$ cat config.mk
export PLATFORM = sky130hd
export DESIGN_NAME = flag_cond_unit
export DESIGN_NICKNAME = d
export VERILOG_FILES = /design/src/rtl/flag_cond_unit.sv
export SDC_FILE = /design/constraint.sdc
export NUM_CORES = 1
export LEC_CHECK = 0
export CAP_MARGIN = 20
export CORE_ASPECT_RATIO = 0.7
export CORE_MARGIN = 3
export CORE_UTILIZATION = 51
export DETAILED_ROUTE_END_ITERATION = 7
export PLACE_DENSITY_LB_ADDON = 0.1
export SLEW_MARGIN = 20
export SYNTH_ARGS = -nofsm -noshare
export SYNTH_HDL_FRONTEND = slang
export SYNTH_SLANG_ARGS = --single-unit
export TNS_END_PERCENT = 20
$ cat constraint.sdc
create_clock -name clk -period 2.1 [get_ports clk]
set_input_delay 0.21 -clock clk [delete_from_list [all_inputs] [get_ports clk]]
set_output_delay 0.21 -clock clk [all_outputs]
set_load 0.05 [all_outputs]
$ cat src/rtl/flag_cond_unit.sv
// ---------------------------------------------------------------------------
// flag_cond_unit
//
// Purpose:
//   Captures the ALU flags into a 4-bit status register {C,Z,N,V}. Evaluates
//   4-bit condition codes against that register for the control sequencer.
//   Each request is accepted over a valid/ready handshake and answered with a
//   registered result. A LIFO stack of DEPTH entries saves and restores
//   status words on subroutine/interrupt entry and exit.
//
// Configuration macro:
//   FLAG_BYPASS_EN - when defined, a condition accepted in the same cycle as
//                    a flag update (legal pop or flag_we) is evaluated
//                    against the updated flags. When undefined, it is
//                    evaluated against the registered flags_q, which leaves a
//                    one-cycle flag-to-branch hazard for the sequencer.
//
// Parameters:
//   DEPTH       - number of save-stack entries (>= 2)
//
// Ports:
//   clk         - system clock, rising edge
//   rst_n       - asynchronous active-low reset
//   flag_we     - capture {carry_in,zero_in,sign_in,ovf_in} at the next edge
//   carry_in, zero_in, sign_in, ovf_in - ALU flags
//   flags_q     - status register {C,Z,N,V}
//   cond_valid  - condition evaluation request
//   cond_code   - condition selector
//   cond_ready  - request accepted when cond_valid & cond_ready
//   take_valid  - result valid
//   take        - condition result (1 = branch taken)
//   take_ready  - sequencer consumes the result
//   push / pop  - save / restore flags_q on the stack
//   stack_empty - no saved entries
//   stack_full  - DEPTH entries saved
//   stack_err   - one-cycle pulse after an illegal stack operation
// ---------------------------------------------------------------------------
module flag_cond_unit #(
    parameter int DEPTH = 4
) (
    input  logic       clk,
    input  logic       rst_n,
    input  logic       flag_we,
    input  logic       carry_in,
    input  logic       zero_in,
    input  logic       sign_in,
    input  logic       ovf_in,
    output logic [3:0] flags_q,
    input  logic       cond_valid,
    input  logic [3:0] cond_code,
    output logic       cond_ready,
    output logic       take_valid,
    output logic       take,
    input  logic       take_ready,
    input  logic       push,
    input  logic       pop,
    output logic       stack_empty,
    output logic       stack_full,
    output logic       stack_err
);

    // The stack pointer counts 0..DEPTH inclusive.
    // The entry index only ever addresses 0..DEPTH-1.
    localparam int SPW = $clog2(DEPTH + 1);
    localparam int IW  = (DEPTH > 1) ? $clog2(DEPTH) : 1;

    logic [3:0]     r_flags;
    logic [SPW-1:0] r_sp;
    logic           r_take_valid;
    logic           r_take;
    logic           r_stack_err;
    logic [3:0]     r_stack [0:DEPTH-1];

    logic           w_empty;
    logic           w_full;
    logic           w_push_ok;
    logic           w_pop_ok;
    logic           w_illegal;
    logic [IW-1:0]  w_wr_idx;
    logic [IW-1:0]  w_rd_idx;
    logic [3:0]     w_flags_next;
    logic [3:0]     w_eval_flags;
    logic           w_accept;
    logic           w_result;

    // Condition table. The flags word is {C,Z,N,V}.
    function automatic logic eval_cond(input logic [3:0] code, input logic [3:0] f);
        logic c, z, n, v;
        c = f[3];
        z = f[2];
        n = f[1];
        v = f[0];
        case (code)
            4'h0:    eval_cond = z;
            4'h1:    eval_cond = !z;
            4'h2:    eval_cond = c;
            4'h3:    eval_cond = !c;
            4'h4:    eval_cond = n;
            4'h5:    eval_cond = !n;
            4'h6:    eval_cond = v;
            4'h7:    eval_cond = !v;
            4'h8:    eval_cond = c & !z;
            4'h9:    eval_cond = !c | z;
            4'hA:    eval_cond = (n == v);
            4'hB:    eval_cond = (n != v);
            4'hC:    eval_cond = !z & (n == v);
            4'hD:    eval_cond = z | (n != v);
            4'hE:    eval_cond = 1'b1;
            default: eval_cond = 1'b0;
        endcase
    endfunction

    assign w_empty = (r_sp == '0);
    assign w_full  = (r_sp == SPW'(DEPTH));

    // push & pop in the same cycle is illegal as a pair.
    // Neither half of the pair takes effect.
    assign w_push_ok = push & !pop & !w_full;
    assign w_pop_ok  = pop & !push & !w_empty;
    assign w_illegal = (push & pop) | (push & w_full) | (pop & w_empty);

    assign w_wr_idx = IW'(r_sp);
    assign w_rd_idx = IW'(r_sp - 1'b1);

    // A legal pop has priority over flag_we.
    // The stack is read combinationally so that the restored value lands in
    // flags_q at the same edge that the pointer moves.
    always_comb begin
        w_flags_next = r_flags;
        if (w_pop_ok) begin
            w_flags_next = r_stack[w_rd_idx];
        end else if (flag_we) begin
            w_flags_next = {carry_in, zero_in, sign_in, ovf_in};
        end
    end

`ifdef FLAG_BYPASS_EN
    assign w_eval_flags = w_flags_next;
`else
    assign w_eval_flags = r_flags;
`endif

    // The output buffer holds one entry.
    // A new request is accepted when the buffer is empty or is being drained
    // this cycle.
    assign cond_ready = !r_take_valid | take_ready;
    assign w_accept   = cond_valid & cond_ready;
    assign w_result   = eval_cond(cond_code, w_eval_flags);

    always_ff @(posedge clk or negedge rst_n) begin
        if (!rst_n) begin
            r_flags      <= 4'b0000;
            r_sp         <= '0;
            r_take_valid <= 1'b0;
            r_take       <= 1'b0;
            r_stack_err  <= 1'b0;
        end else begin
            r_flags     <= w_flags_next;
            r_stack_err <= w_illegal;
            if (w_push_ok) begin
                r_sp <= r_sp + 1'b1;
            end else if (w_pop_ok) begin
                r_sp <= r_sp - 1'b1;
            end
            if (w_accept) begin
                r_take_valid <= 1'b1;
                r_take       <= w_result;
            end else if (take_ready) begin
                r_take_valid <= 1'b0;
            end
        end
    end

    // The stack storage has no reset. After a reset, sp = 0 makes every
    // entry unreachable until it is rewritten.
    always_ff @(posedge clk) begin
        if (w_push_ok) begin
            r_stack[w_wr_idx] <= r_flags;
        end
    end

    assign flags_q     = r_flags;
    assign take_valid  = r_take_valid;
    assign take        = r_take;
    assign stack_empty = w_empty;
    assign stack_full  = w_full;
    assign stack_err   = r_stack_err;

endmodule

==> flow_summary_export.csv <==
group,metric,value,unit
run_status,status,"completed",
logic_synthesis,synth_top_area_share,35.8,%
critical_path,cp_top_family,"buffers and inverters",
logic_synthesis,synthCells,102,
grt,grt_usage,17.7,%
routing,post_drt_wl_per_cell,16.6,um
floorplanning,initial_utilization,58.0,%
logic_synthesis,synth.distinct_cells,32,
worst_hold_path,hold_path_class,"in2async",
clocking,cts_buffer_depth,2,
sta,report.final.slew_viol_count,0,
finish,final_layout_size_suffix_gt1_share,15.7,%
logic_synthesis,avgSynthCellArea,13.1,sq um
grt,antenna_found_initial,0,
routing,antenna_left,0,
logic_synthesis,netlist_area,1340,sq um
clocking,clk_latency,0.27,ns
logic_synthesis,ys_warn_count,0,
sta,tns,0,ns
sta,setup_violations,0,
routing,vias,868,
logic_synthesis,syn_nets,123,
finish,antenna_cells,0,
finish,fill_cells,155,
flow_run,drv_cap,0,
sta,fin_skew,0.00406,ns
critical_path,arrival,1.74,ns
logic_synthesis,synthTopCellsByArea,"edfxtp_1, dfrtp_1, mux4_2, ha_1, mux2i_1",
sta,post-route-min-period,1.95,ns
logic_synthesis,ys_seq_area_share,54.5,%
floorplanning,core_area,2310,sq um
sta,fin_crit_sh,92.7,%
routing,routed_via_density,5.46,
pwr,worst_ir_drop_vdd,0.000676,V
clocking,cts-buffers-inserted,3,
routing,first_iter_violations,51,
critical_path,worstPathCellList,"clkdlybuf4s50_1",
critical_path,crit_type,"reg2out",
floorplanning,io_pins,25,
critical_path,worst_path_max_delay_cell,"clkdlybuf4s50_1",
grt,gr-total-overflow,0,
placement,place_congestion,0.807,
sta,rsz0062_at_grt,"false",
finish,area_growth,24.7,%
logic_synthesis,yosys.area.top_type,"edfxtp_1",
floorplanning,rows,14,
routing,drt-pass1-iter-count,4,
sta,slew_headroom,66.4,%
logic_synthesis,synth_seq_cells,26,
critical_path,path_buf_inv,1,
placement,port_buffers,24,
clocking,cts_tree,"built",
critical_path,crit_path_end_kind,"output port",
critical_path,path_max_fanout,10,
routing,totalWireLength,2640,um
clocking,root_buffer,"clkbuf_8",
clocking,post-cts-setup-buffer-count,0,
pwr,power_density,1170,nW/um^2
placement,postPlaceCellArea,1630,sq um
sta,final-hold-violation-count,0,
pwr,leakagePower,0.000640,uW
placement,place_ws,0.139,ns
critical_path,crit_path_start_kind,"register",
floorplanning,die_x,67.3,um
clocking,path_clk_slew,0.09,ns
grt,grt_pass1_wl,4150,um
clocking,holdBufCountCts,0,
finish,multi_input_area,569,sq um
sta,worst_pin_slew,0.502,ns
critical_path,max_stage_delay,0.88,ns
clocking,cts_sinks,26,
finish,nets,149,
placement,post-dp-hpwl,2030,um
routing,drc,0,
sta,fmax,514,MHz
finish,register_area,731,sq um
clocking,cts_max_level,1,
grt,grt_max_degree,15,
finish,finalInstanceArea,1670,sq um
grt,grt_pass1_vias,765,
sta,setup_ws,0.153,ns
finish,fin_util,72.3,%
critical_path,required,1.89,ns
floorplanning,die_area,3290,sq um
floorplanning,fp.dieH,48.9,um
## synthesized netlist by cell type
cell type  count
a211oi_2       1
a21oi_1        5
a41oi_2        1
and2_1         4
buf_1          1
buf_2          2
buf_6          1
clkbuf_2       1
dfrtp_1       10
edfxtp_1      16
ha_1           6
inv_1          4
mux2_2         1
mux2i_1        5
mux4_2         4
nand2_1        7
nand2_4        1
nand2b_1       2
nand3b_1       2
nor2_1         7
nor3_1         2
nor3b_2        2
nor4b_1        1
o2111ai_1      1
o211ai_1       1
o21ai_0        6
o21ai_1        1
o31ai_1        1
or3b_1         1
or4_1          1
xnor2_1        3
xor3_1         1
## cells by family after synthesis
group / synth area share (%)
adders and majority gates: 5.60
and+or+nand+nor: 13.2
xor gates and xnor gates: 3.73
DFF: 54.5
buffers and inverters: 3.36
muxes: 11.3
AOI/OAI and AO/OA: 8.40
## cell usage in the layout, fill, tap and decap left out, types with 2 or more instances in the layout
master            n
a21oi_1           5
and2_1            3
buf_12            2
buf_4             3
clkbuf_8          3
clkdlybuf4s50_1  21
dfrtp_1          10
edfxtp_1         16
ha_1              5
inv_1             4
mux2i_1           5
mux4_2            4
nand2_1           7
nand2b_1          2
nand3b_1          2
nor2_1            7
nor3_1            2
nor3b_2           2
o21ai_0           6
xnor2_1           3
## registers in the layout (all words and copies together) (netlist names)
name	cells
r_sp	3
r_stack	16
take_valid	1
take	1
stack_err	1
flags_q	4
## layout make-up
cell class | instances | share of cell area [%]
sequential | 26 | 43.7
tap | 32 | 2.39
timing repair buffer | 26 | 16.3
multi-input combinational | 67 | 34.0
clock inverter | 1 | 0.224
inverter | 4 | 0.898
clock buffer | 3 | 2.47
## power breakdown
group,total (uW),switching [uW],internal [uW]
Combinational,876,471,406
Sequential,801,121,681
Clock,279,148,131
## per-stage QoR
stage               cells  hold slack, ns  total power, uW
detailed placement    155           0.516             1690
finish                159           0.265             1960
CTS                   159           0.296             1970
global placement      155           0.531             1680
floorplan             102         -0.0856             1400
global route          159           0.289             2080
## per-layer routing
layer	GRT usage, %	wire length [um]	part of all wire, %	vias to the layer above
met1	28.9	1320	50	400
li1	-	-	-	422
met2	22.3	1060	40	41
met3	5.53	230	8.7	5
met4	4.04	21	0.80	0
met5	0	0	0	-
## worst register-to-register path: stages, from the launching register on
cell     delay (ns)
dfrtp_1        0.38
inv_1          0.10
ha_1           0.22
ha_2           0.21
nor3b_2        0.35
and2_2         0.31
## final timing paths
| kind | slack [ns] | end | cells past startpoint | startpoint |
|---|---|---|---|---|
| setup / recovery | 0.15 | flags_q[0] | 1 | flags_q[0] |
| hold / removal | 0.27 | stack_err | 1 | rst_n |
| setup reg to reg | 0.23 | r_stack[3][2] | 5 | r_sp[1] |
| hold reg to reg | 0.55 | r_sp[2] | 1 | r_sp[2] |
| max in group asynchronous | 1.50 | r_sp[0] | 1 | rst_n |
| min in group clk | 0.55 | r_sp[2] | 1 | r_sp[2] |
## repair_timing
action / CTS / global route
setup endpoints to repair: 0 / 1
resized for setup: 0 / 1
hold endpoints to repair: 0 / 0
(Power assumes the default switching activity.)
